## config.mk

```make
export PLATFORM = sky130hd
export DESIGN_NAME = muldiv_unit
export DESIGN_NICKNAME = d
export VERILOG_FILES = /design/src/rtl/muldiv_unit.sv
export SDC_FILE = /design/constraint.sdc
export NUM_CORES = 1
export LEC_CHECK = 0
export BUFFER_PORTS_ARGS = -buffer_cell sky130_fd_sc_hd__buf_2
export CAP_MARGIN = 15
export CELL_PAD_IN_SITES_DETAIL_PLACEMENT = 1
export CELL_PAD_IN_SITES_GLOBAL_PLACEMENT = 1
export CORE_ASPECT_RATIO = 1.75
export CORE_MARGIN = 10
export CORE_UTILIZATION = 51
export CTS_BUF_LIST = sky130_fd_sc_hd__clkbuf_8
export CTS_CLUSTER_SIZE = 10
export DETAILED_ROUTE_END_ITERATION = 10
export PLACE_DENSITY = 0.89
export REMOVE_ABC_BUFFERS = 1
export SLEW_MARGIN = 20
export SYNTH_ARGS = -nofsm -noshare
export SYNTH_HDL_FRONTEND = slang
export SYNTH_SLANG_ARGS = --single-unit
```

## constraint.sdc

```tcl
create_clock -name clk -period 7.22 [get_ports clk]
set_input_delay 0 -clock clk [delete_from_list [all_inputs] [get_ports clk]]
set_output_delay 0 -clock clk [all_outputs]
set_load 0.05 [all_outputs]
```

## src/rtl/muldiv_unit.sv

```systemverilog
// Iterative RV32M multiply/divide unit: 32-cycle shift-add multiply and restoring divide.
// Optional macro MULDIV_EARLY_OUT_EN finishes divide-by-zero, signed overflow and zero multiplies in one cycle.
module muldiv_unit #(
  parameter int XLEN  = 32,
  parameter int CNT_W = 6
) (
  input  logic            clk,
  input  logic            reset,
  input  logic            start,
  input  logic [2:0]      funct3,
  input  logic [XLEN-1:0] op_a,
  input  logic [XLEN-1:0] op_b,
  input  logic [4:0]      rd_in,
  output logic            busy,
  output logic            done,
  output logic [XLEN-1:0] result,
  output logic [4:0]      rd_out,
  output logic            reg_write_out
);

  typedef enum logic [1:0] {IDLE, CALC, FINISH} state_t;
  state_t state, state_next;

  logic [CNT_W-1:0]  cnt;
  logic [2:0]        funct3_q;
  logic [XLEN-1:0]   a_q, b_mag;
  logic [2*XLEN-1:0] acc, acc_init, mul_next, div_next, prod;
  logic              neg_q, div_zero_q, done_q;

  logic              sign_a, sign_b, neg_in, early;
  logic [XLEN-1:0]   a_mag_in, b_mag_in, qr, fin;
  logic [XLEN:0]     mul_sum, rem_sh;
  logic [XLEN-1:0]   rem_new;
  logic              q_bit;

  always_comb begin
    sign_a = 1'b0;
    sign_b = 1'b0;
    if (funct3[2]) begin
      sign_a = ~funct3[0] & op_a[XLEN-1];
      sign_b = ~funct3[0] & op_b[XLEN-1];
    end else begin
      sign_a = ~(funct3[1] & funct3[0]) & op_a[XLEN-1];
      sign_b = ~funct3[1] & op_b[XLEN-1];
    end
    a_mag_in = sign_a ? -op_a : op_a;
    b_mag_in = sign_b ? -op_b : op_b;
    // remainder takes the dividend's sign; everything else takes the product/quotient sign
    neg_in = (funct3[2] & funct3[1]) ? sign_a : (sign_a ^ sign_b);
  end

`ifdef MULDIV_EARLY_OUT_EN
  always_comb begin
    early = 1'b0;
    if (funct3[2])
      early = (op_b == '0) |
              (~funct3[0] & (op_a == {1'b1, {(XLEN-1){1'b0}}}) & (op_b == '1));
    else
      early = (op_a == '0) | (op_b == '0);
    // a zero multiply must leave a zero accumulator; overflow divide already yields q=|a|, r=0
    acc_init = (early & ~funct3[2]) ? '0 : {{XLEN{1'b0}}, a_mag_in};
  end
`else
  assign early    = 1'b0;
  assign acc_init = {{XLEN{1'b0}}, a_mag_in};
`endif

  always_comb begin
    mul_sum  = {1'b0, acc[2*XLEN-1:XLEN]} + {1'b0, (acc[0] ? b_mag : {XLEN{1'b0}})};
    mul_next = {mul_sum, acc[XLEN-1:1]};
    rem_sh   = acc[2*XLEN-1:XLEN-1];
    q_bit    = rem_sh >= {1'b0, b_mag};
    rem_new  = q_bit ? XLEN'(rem_sh - {1'b0, b_mag}) : rem_sh[XLEN-1:0];
    div_next = {rem_new, acc[XLEN-2:0], q_bit};
  end

  always_comb begin
    prod = neg_q ? -acc : acc;
    qr   = funct3_q[1] ? acc[2*XLEN-1:XLEN] : acc[XLEN-1:0];
    fin  = '0;
    if (!funct3_q[2])
      fin = (funct3_q[1:0] == 2'b00) ? prod[XLEN-1:0] : prod[2*XLEN-1:XLEN];
    else if (div_zero_q)
      fin = funct3_q[1] ? a_q : '1;
    else
      fin = neg_q ? -qr : qr;
  end

  always_ff @(posedge clk or posedge reset) begin
    if (reset) state <= IDLE;
    else       state <= state_next;
  end

  // FINISH spans two cycles: register the result, then hold done for one cycle
  always_comb begin
    state_next = state;
    case (state)
      IDLE:    if (start) state_next = early ? FINISH : CALC;
      CALC:    if (cnt == CNT_W'(XLEN-1)) state_next = FINISH;
      FINISH:  if (done_q) state_next = IDLE;
      default: state_next = IDLE;
    endcase
  end

  always_ff @(posedge clk or posedge reset) begin
    if (reset) begin
      cnt        <= '0;
      funct3_q   <= '0;
      a_q        <= '0;
      b_mag      <= '0;
      acc        <= '0;
      neg_q      <= 1'b0;
      div_zero_q <= 1'b0;
      done_q     <= 1'b0;
      result     <= '0;
      rd_out     <= '0;
    end else begin
      case (state)
        IDLE: if (start) begin
          funct3_q   <= funct3;
          a_q        <= op_a;
          b_mag      <= b_mag_in;
          neg_q      <= neg_in;
          div_zero_q <= funct3[2] & (op_b == '0);
          rd_out     <= rd_in;
          cnt        <= '0;
          acc        <= acc_init;
        end
        CALC: begin
          acc <= funct3_q[2] ? div_next : mul_next;
          cnt <= cnt + 1'b1;
        end
        FINISH: begin
          if (!done_q) begin
            result <= fin;
            done_q <= 1'b1;
          end else begin
            done_q <= 1'b0;
          end
        end
        default: ;
      endcase
    end
  end

  assign busy          = (state != IDLE);
  assign done          = done_q;
  assign reg_write_out = done_q & (rd_out != 5'd0);

endmodule

```

## Word level (Yosys, flattened, before mapping)

Cells that the tools add are included.

| word-level totals | value |
|---|---|
| output and inout bits | 40 |
| bits in registers | 179 |

| operators by class | value |
|---|---|
| reductions and logical operators | 10 |
| equality and inequality tests | 6 |
| add/sub/neg operators | 7 |
| magnitude comparators | 1 |
| bitwise operators | 13 |
| multiplexer cells | 24 |

Operators with widths:

| cell | number |
|---|---|
| $mux W32 | 10 |
| $mux W64 | 3 |
| $pmux W64 S2 | 1 |
| $neg A32 Y32 | 3 |
| $neg A64 Y64 | 1 |
| $add A32 B32 Y33 | 1 |
| $ge A33 B32 Y1 | 1 |
| $logic_not A32 Y1 | 1 |
| $sub A32 B32 Y32 | 1 |
| $pmux W6 S2 | 1 |
| $and A1 B1 Y1 | 8 |
| $add A6 B1 Y6 const B | 1 |
| $eq A6 B5 Y1 const B | 1 |
| $mux W2 | 3 |
| $mux W6 | 1 |
| $ne A2 B2 Y1 const B | 3 |
| $pmux W2 S3 | 1 |
| $reduce_and A2 Y1 | 3 |
| $reduce_bool A5 Y1 | 1 |
| $logic_not A2 Y1 | 2 |
| $mux W1 | 4 |
| $not A1 Y1 | 4 |
| $reduce_bool A2 Y1 | 2 |
| $reduce_and A3 Y1 | 1 |
| 3 further kinds | 3 |

## Depth between registers and ports, before layout

Gate-level depths: netlist (run 1).

| depth | value |
|---|---|
| depth in word-level cells | 7 |
| gate-level depth with buffers | 16 |

## Least setup slack after synthesis (run 1)

OpenSTA, ideal clock, no wires.

| path | value |
|---|---|
| path kind | reg2reg |
| start point | register funct3_q[1] |
| end point | register result[20] |
| setup slack | 2754 ps |
| period minus slack after synthesis | 4466 ps |
| arrival | 4336 ps |
| cell stages (with the launch flop) | 17 |
| library setup time | 130 ps |
| cells stage by stage | dfrtp_1 > clkbuf_1 > buf_1 > clkbuf_1 > buf_1 > clkbuf_1 > mux2i_1 > ha_1 > o21ai_0 > or2_2 > or2_2 > nor3_1 > nand3_1 > o21ai_0 > xor2_1 > o221ai_1 > nand3_1 |

| between the ends | value |
|---|---|
| longest elaborated chain between the ends | 5 |
| elaborated cells between the ends (all ways) | 8 |
| those cells by class | 1 x add/sub; 6 x mux; 1 x reduce/logical |

Ends and longest elaborated chain:

| what | line | source |
|---|---|---|
| start, declared | 25 | `logic [2:0] funct3_q;` |
| start signal, assigned | 120 | `funct3_q <= funct3;` |
| $mux W32 | 79 | `qr = funct3_q[1] ? acc[2*XLEN-1:XLEN] : acc[XLEN-1:0];` |
| $neg A32 Y32 | 86 | `fin = neg_q ? -qr : qr;` |
| $mux W32 | 86 |  |
| $mux W32 | 83 | `else if (div_zero_q)` |
| $mux W32 (*) | 81 | `if (!funct3_q[2])` |
| end signal, assigned | 135 | `result <= fin;` |
| end, declared | 16 | `output logic [XLEN-1:0] result,` |

Mark *: on every way between the ends. The rest lies on a longest branch, timed or not.
A chain may end at the register's enable or synchronous reset.

## Worst setup path in the final report (run 1)

| path | value |
|---|---|
| start point | register acc[0] |
| end point | register acc[62] |

| between the ends | value |
|---|---|
| longest elaborated chain between the ends | 4 |

Ends and longest elaborated chain:

| what | line | source |
|---|---|---|
| start, declared | 27 | `logic [2*XLEN-1:0] acc, acc_init, mul_next, div_next, prod;` |
| start signal, assigned | 127 | `acc <= acc_init;` |
| start signal, assigned | 130 | `acc <= funct3_q[2] ? div_next : mul_next;` |
| $mux W32 | 69 | `mul_sum = {1'b0, acc[2*XLEN-1:XLEN]} + {1'b0, (acc[0] ? b_mag : {XLEN{1'b0}})};` |
| $add A32 B32 Y33 | 69 |  |
| $mux W64 | 130 |  |
| $pmux W64 S2 | 118 | `case (state)` |

No other way between the ends.

==> results of run 1 <==
metrics by stage:
stage / cells / area, um^2 / power (uW) / utilization [%]
2_1_floorplan: 1914 / 15300 / 6640 / -
3_3_place_gp: 2438 / 16500 / 8230 / 53.6
3_5_place_dp: 2438 / 16500 / 8510 / 53.6
4_1_cts: 2556 / 17800 / 9360 / 57.7
5_1_grt: 2557 / 17800 / 10200 / 57.7
6_report: 2557 / 17800 / 9480 / 57.7
state kept, by name, summed over array words and instances (netlist names):
signal / cells
neg_q: 1
result: 32
div_zero_q: 1
acc: 64
state: 2
cnt: 6
funct3_q: 3
done: 1
b_mag: 32
rd_out: 5
a_q: 32
kinds of logic (layout without fill, tap and decap cells):
logic type	Yosys count	in the layout	synth area share (%)
xor+xnor	201	201	11.1
mux	79	79	5.05
other cells	0	1	0
fa+ha+maj	71	71	5.68
compound gates	601	601	24.2
flops	179	179	28.1
buf+inv	232	320	5.60
simple gates	714	714	20.3
cells in the final DEF, fill, tap and decap left out, types with 51 or more instances in the layout:
master / Yosys / layout
mux2i_1: 68 / 68
nor2_1: 137 / 135
o21ai_0: 191 / 191
xor2_1: 101 / 101
a21oi_1: 115 / 115
dlygate4sd3_1: 0 / 86
o211ai_1: 51 / 51
xnor2_1: 100 / 100
inv_1: 69 / 69
buf_2: 3 / 114
ha_1: 69 / 69
nand2_1: 348 / 346
dfrtp_1: 179 / 176
power by group through the flow:
stage / logic, uW / registers, uW / clock network (uW)
after global routing: 7060 / 2310 / 796
after detailed placement: 6270 / 2250 / 0
final: 6450 / 2260 / 766
after CTS: 6370 / 2230 / 766
after floorplan: 4510 / 2140 / 0
after global placement: 6020 / 2210 / 0
metal layers:
metal / vias up / track usage, % / wire, um
met1: 8282 / 31.4 / 22700
li1: 7515 / - / -
met5: - / 0 / 13
met3: 221 / 4.18 / 2270
met2: 500 / 56.9 / 32500
met4: 2 / 20.2 / 3950
worst paths after layout:
path	startpoint	to	slack, ns
min in group asynchronous	reset	a_q[11]	0.19
max in group asynchronous	reset	funct3_q[2]	5.56
worst max register to register	acc[0]	acc[62]	2.76
worst max-delay path	acc[0]	acc[62]	2.76
worst min-delay path	start	a_q[25]	0.06
worst min register to register	b_mag[5]	b_mag[5]	0.49
layout make-up:
cell class              instances  area [um^2]  area share, %
multi-input cells            1666        10600           59.4
flip-flops and latches        179         4490           25.2
diodes                          1         2.50         0.0141
well taps                     391          489           2.75
repair buffers                219         1570           8.85
inverters                      69          267           1.50
clock buffers                  18          248           1.39
clock inverters                14          153          0.858
critical path, delay by kind of cell (launching register included):
kind / cells / cell delay, ns
DFF: 1 / 0.49
and+or+nand+nor: 1 / 0.10
xor gates and xnor gates: 1 / 0.18
AOI/OAI and AO/OA: 9 / 2.75
buffers and inverters: 2 / 0.43
adders and majority gates: 1 / 0.36
==> metrics.yaml, run 1 <==
status:
  status: "finished, final reports clean"
grt:
  grt_pass1_wl_um: 97200
  grt_usage_pct: 30.7
  grt_pass1_vias: 18005
  grt_antenna_before_repair: 2
  grt-ovfl-total: 0
  grt_start_max_net_pins: 122
sta:
  fin_crit_ns: 4.46
  fin_setup_tns_ns: 0
  rsz0062_at_grt: "false"
  setup_viol: 0
  timing.hold.ws_ns: 0.0584
  period_share_pct: 61.8
  tightest_slew_ns: 1.04
  fin_worst_skew_ns: 0.0219
  slew_viol_final: 0
  relSlewSlack_pct: 29.6
  fmaxAchievable_mhz: 224
  report.final.hold_viol_count: 0
  setup_ws_ns: 2.76
setup_path:
  cp.arrival_ns: 4.86
  reg2reg_depth: 14
  cp-start-kind: "register"
  worstSetupEndpointType: "register"
  crit_type: "register to register"
  worstPathMaxFanout: 31
  critPathRequiredTime_ns: 7.62
  crit_path_top_delay_cell: "a31oi_1"
  cp_slowest_stage_delay_ns: 0.53
  worstPathCellList: "inv_1, buf_4, nor2_1, ha_1, a2111oi_0, o21ai_0, a21oi_1, o21ai_0, a31oi_1, a21oi_1, a31o_2, o41ai_1, xor2_1, o221ai_1"
route:
  dr.first_iter.drc_count: 1012
  viasPerCell: 6.46
  drcViolationCount: 0
  antenna_left: 0
  vias: 16520
  avgRoutedWirePerCell_um: 24.0
  drt_pass1_iterations: 5
  wirelength_um: 61400
logic_synthesis:
  synth_warnings: 0
  seq_area_frac_synth_pct: 28.1
  synth_ff_type: "dfrtp_1"
  synth_cells: 2077
  synth_top_cell_by_area: "dfrtp_1"
  synthArstFlopShare_pct: 100
  synth.avg_cell_area_um2: 7.66
  synth_area_um2: 15900
  yosys-top-cells-count: "348 x nand2_1, 191 x o21ai_0, 179 x dfrtp_1, 138 x clkbuf_1, 137 x nor2_1"
  synth_most_common_cell: "nand2_1"
  synth-edff-count: 0
  ys_ff_latch: 179
  ys_types: 72
  netlist.area_leader.share_pct: 28.1
  ys_top_cells_by_area: "dfrtp_1 28%, nand2_1 8.2%, o21ai_0 6.0%"
pwr:
  p_clk_share_pct: 8.1
  combinationalPowerShare_pct: 68.1
  switching_power_uw: 5190
  leakage_uw: 0.00777
  ir_drop_v: 0.000236
  pwr-share-seq_pct: 23.9
  swShare_pct: 54.7
  power_density_nw_per_um2: 533
  internal_power_uw: 4290
floorplanning:
  start_util_pct: 51.6
  rows: 85
  core_area_um2: 30800
  fp.dieH_um: 254
  io_pins: 115
  chipWidth_um: 154
  dieArea_um2: 39000
clock_tree:
  cts_setup_buffers: 0
  ctsHoldBuffers: 86
  root_buffer: "clkbuf_8"
  ctsResizeCount: 0
  cts_buffer_depth: 2
  clock_latency_ns: 0.55
  clkTransAtPathRegs_ns: 0.12
  htreeDepth: 4
  numCtsBuffers: 17
  clock_sinks: 179
  tritoncts: "done"
place:
  port_buffers: 114
  dp_slack_ns: 2.93
  gp_congestion: 0.953
  dp_hpwl_um: 44100
hold_path:
  holdCritPathClass: "input pin to register"
  holdPathStages: 4
final_layout:
  n_fill_cell: 3838
  fin_nets: 2298
  syn_to_final_growth_pct: 11.8
  final_layout_size_suffix_gt1_share_pct: 9.75
run:
  cap_violations: 0
(Power assumes the default switching activity.)
==> inputs of run 2 (changes only) <==
- ABC_AREA: default -> 1
- CORE_UTILIZATION: 51 -> 44
- PLACE_DENSITY: 0.89 -> 0.84
- clock period: 7.22 -> 4.4 ns (I/O delays scaled with it)
==> run 2 against run 1 <==
Sequential power grew 58%. Cell count up 64%. First-iteration DRC count grew 59%. Sequential share of layout area fell by 4.5 points. Die area grew 36%. Sequential cell count is the same. Synthesized cell count up 66%. Combinational power up 120%. Wire length up 70%. Critical endpoint is now b_mag[27].
==> metrics.yaml, run 2 <==
sta:
  tightest_slew_ns: 1.12  # was 1.04 ns
  relSlewSlack_pct: 24.8  # was 29.6%
  rsz0062_at_grt: "false"  # unchanged
  fin_worst_skew_ns: 0.0233  # was 0.0219 ns
  fmaxAchievable_mhz: 274
  slew_viol_final: 0  # unchanged
  fin_crit_ns: 3.65
  setup_ws_ns: 0.751  # was 2.76 ns
  report.final.hold_viol_count: 0  # unchanged
  fin_setup_tns_ns: 0  # unchanged
  period_share_pct: 82.9
  setup_viol: 0  # unchanged
run:
  cap_violations: 0  # unchanged
pwr:
  ir_drop_v: 0.000467  # was 0.000236 V
  p_clk_share_pct: 6.6  # was 8.1%
  power_density_nw_per_um2: 881  # was 533 nW/um^2
  swShare_pct: 64.2  # was 54.7%
  switching_power_uw: 12200  # was 5190 uW
  combinationalPowerShare_pct: 74.7  # was 68.1%
  pwr-share-seq_pct: 18.8  # was 23.9%
  internal_power_uw: 6840  # was 4290 uW
  leakage_uw: 0.0117  # was 0.00777 uW
place:
  place_inst: 4061  # was 2438
  dp_hpwl_um: 79200  # was 44100 um
  gp_congestion: 1.06  # was 0.953
  port_buffers: 114  # unchanged
  dp_slack_ns: 1.00  # was 2.93 ns
logic_synthesis:
  synth_top_cell_by_area: "nand2_1"  # was dfrtp_1
  synth_cells: 3456  # was 2077
  yosys-top-cells-count: "1214 x nand2_1, 431 x inv_1, 410 x nor2_1, 322 x nand3_1, 284 x o21ai_0"  # was 348 x nand2_1, 191 x o21ai_0, 179 x dfrtp_1, 138 x clkbuf_1, 137 x nor2_1
  synth-edff-count: 0  # unchanged
  synthArstFlopShare_pct: 100  # unchanged
  seq_area_frac_synth_pct: 23.2  # was 28.1%
  synth_area_um2: 19300  # was 15900 um^2
  synth_most_common_cell: "nand2_1"  # unchanged
  ys_types: 47  # was 72
  synth_ff_type: "dfrtp_1"  # unchanged
  synth.avg_cell_area_um2: 5.59  # was 7.66 um^2
  ys_top_cells_by_area: "nand2_1 24%, dfrtp_1 23%, inv_1 8.4%"  # was dfrtp_1 28%, nand2_1 8.2%, o21ai_0 6.0%
  ys_ff_latch: 179  # unchanged
  synth_warnings: 0  # unchanged
  netlist.area_leader.share_pct: 23.6  # was 28.1%
route:
  antenna_left: 0  # unchanged
  avgRoutedWirePerCell_um: 25.0  # was 24.0 um
  drcViolationCount: 0  # unchanged
  wirelength_um: 104000  # was 61400 um
  vias: 24838  # was 16520
  dr.first_iter.drc_count: 1609  # was 1012
  viasPerCell: 5.94  # was 6.46
  drt_pass1_iterations: 8  # was 5
clock_tree:
  tritoncts: "done"  # unchanged
  ctsResizeCount: 0  # unchanged
  clock_sinks: 179  # unchanged
  numCtsBuffers: 17  # unchanged
  cts_buffer_depth: 2  # unchanged
  clkTransAtPathRegs_ns: 0.12  # about the same
  root_buffer: "clkbuf_8"  # unchanged
  clock_latency_ns: 0.58  # was 0.55 ns
  htreeDepth: 4  # unchanged
grt:
  grt_antenna_before_repair: 5  # was 2
  grt_pass1_wl_um: 158000  # was 97200 um
  grt_pass1_vias: 26982  # was 18005
  grt-ovfl-total: 0  # unchanged
  grt_usage_pct: 39.0  # was 30.7%
  grt_start_max_net_pins: 113  # was 122
floorplanning:
  fp.dieH_um: 297  # was 254 um
  core_area_um2: 43500  # was 30800 um^2
  dieArea_um2: 53100  # was 39000 um^2
  start_util_pct: 44.5  # was 51.6%
  io_pins: 115  # unchanged
  chipWidth_um: 178  # was 154 um
  rows: 101  # was 85
setup_path:
  cp-start-kind: "input pin"  # was register
  worstPathMaxFanout: 26  # was 31
  r2r_start: "acc[35]"  # was acc[0]
  r2r_slack_ns: 0.81  # was 2.76 ns
  reg2reg_depth: 14  # unchanged
  crit_type: "input pin to register"  # was register to register
  critPathRequiredTime_ns: 4.92  # was 7.62 ns
  worstSetupEndpointType: "register"  # unchanged
  cp.arrival_ns: 4.17  # was 4.86 ns
  r2r-end: "acc[60]"  # was acc[62]
final_layout:
  fin_nets: 3745  # was 2298
  n_fill_cell: 6307  # was 3838
  post-route-util_pct: 49.8  # was 57.7%
  final_layout_size_suffix_gt1_share_pct: 6.87  # was 9.75%
  mostFrequentLayoutCell: "nand2_1"  # unchanged
  syn_to_final_growth_pct: 12.0  # was 11.8%
  mostFrequentLayoutCells: "1213 x nand2_1, 432 x inv_1, 408 x nor2_1"  # was 346 x nand2_1, 191 x o21ai_0, 176 x dfrtp_1
  finalNonFillerCells: 4181  # was 2557
  largest_reg_flops: 64  # unchanged
  largest-register: "acc"  # unchanged
hold_path:
  holdCritPathClass: "input pin to async pin"  # was input pin to register
status:
  status: "finished, final reports clean"  # unchanged
## run 2: changes by cell type after synthesis, moves of 42 or more
cell,before,now
xor2_1,101,47
a21oi_1,115,157
nand2_1,348,1214
inv_1,69,431
xnor2_1,100,8
o21ai_0,191,284
mux2i_1,68,0
clkbuf_1,138,75
nor2_1,137,410
o211ai_1,51,4
nand3_1,37,322
## run 2: per-stage QoR
stage | power, uW | area, um^2 | hold slack, ns
6_report | 19100 | 21700 | 0.0938
4_1_cts | 18500 | 21600 | 0.196
2_1_floorplan | 12200 | 18800 | 0.110
5_1_grt | 20500 | 21700 | 0.216
3_3_place_gp | 16700 | 20400 | 0.199
3_5_place_dp | 17200 | 20400 | 0.215
## run 2: worst max path at each step
| stage | from | to | slack [ns] | cells past startpoint |
|---|---|---|---|---|
| after CTS | acc[0] | acc[55] | 0.98 | 14 |
| after global routing | funct3[1] | b_mag[27] | 0.67 | 15 |
| after global placement | acc[0] | acc[63] | 1.10 | 14 |
| after floorplan | state[0] | acc[15] | -1.80 | 7 |
| final | funct3[1] | b_mag[27] | 0.75 | 15 |
| after detailed placement | acc[0] | acc[55] | 1.00 | 14 |
## run 2: kinds of logic (layout without fill, tap and decap cells)
group | count (synthesis) | after routing | share of synthesized area (%)
buffers and inverters | 561 | 716 | 11.5
XOR/XNOR | 55 | 55 | 2.49
AO/OA/AOI/OAI | 528 | 528 | 14.4
AND/OR/NAND/NOR | 2062 | 2062 | 43.8
other | 0 | 4 | 0
adder cells (fa/ha/maj) | 71 | 71 | 4.67
flip-flops | 179 | 179 | 23.2
## run 2: power by group through the flow
stage / Sequential [uW] / Clock, uW / Combinational [uW]
2_1_floorplan: 3820 / 0 / 8340
3_3_place_gp: 3490 / 0 / 13300
3_5_place_dp: 3530 / 0 / 13700
4_1_cts: 3500 / 1230 / 13800
5_1_grt: 3660 / 1300 / 15500
6_report: 3580 / 1250 / 14200
## run 2: layout make-up
type | count | area (um^2) | share of cell area [%]
Inverter | 440 | 1660 | 7.67
Tap cell | 566 | 708 | 3.27
Sequential cell | 179 | 4480 | 20.7
Clock buffer | 19 | 262 | 1.21
Multi-Input combinational cell | 2716 | 12700 | 58.4
Clock inverter | 12 | 109 | 0.503
Antenna cell | 4 | 10.0 | 0.0462
Timing Repair Buffer | 245 | 1770 | 8.16
## run 2: metal layers
metal / track usage, % / part of all wire (%) / vias up
met5: 0 / 0 / -
met4: 36.7 / 11 / 0
met3: 5.36 / 4.9 / 494
met2: 70.3 / 52 / 1119
met1: 36.4 / 32 / 11954
li1: - / - / 11271
## run 2: what timing repair did
action | CTS | global route
hold buffers | 85 | 0
hold endpoints to repair | 211 | 0
buffers inserted | 0 | 0
## run 2: critical path, cell delays in order
cell,delay (ns)
dlygate4sd3_1,0.51
buf_2,0.12
inv_1,0.14
o21ai_0,0.38
inv_1,0.12
nand2_1,0.78
clkinv_1,0.23
buf_4,0.30
o21ai_0,0.16
nand2_1,0.09
nand2_1,0.07
dlygate4sd3_1,0.56
nand3_1,0.06
dlygate4sd3_1,0.58
nand2_1,0.06
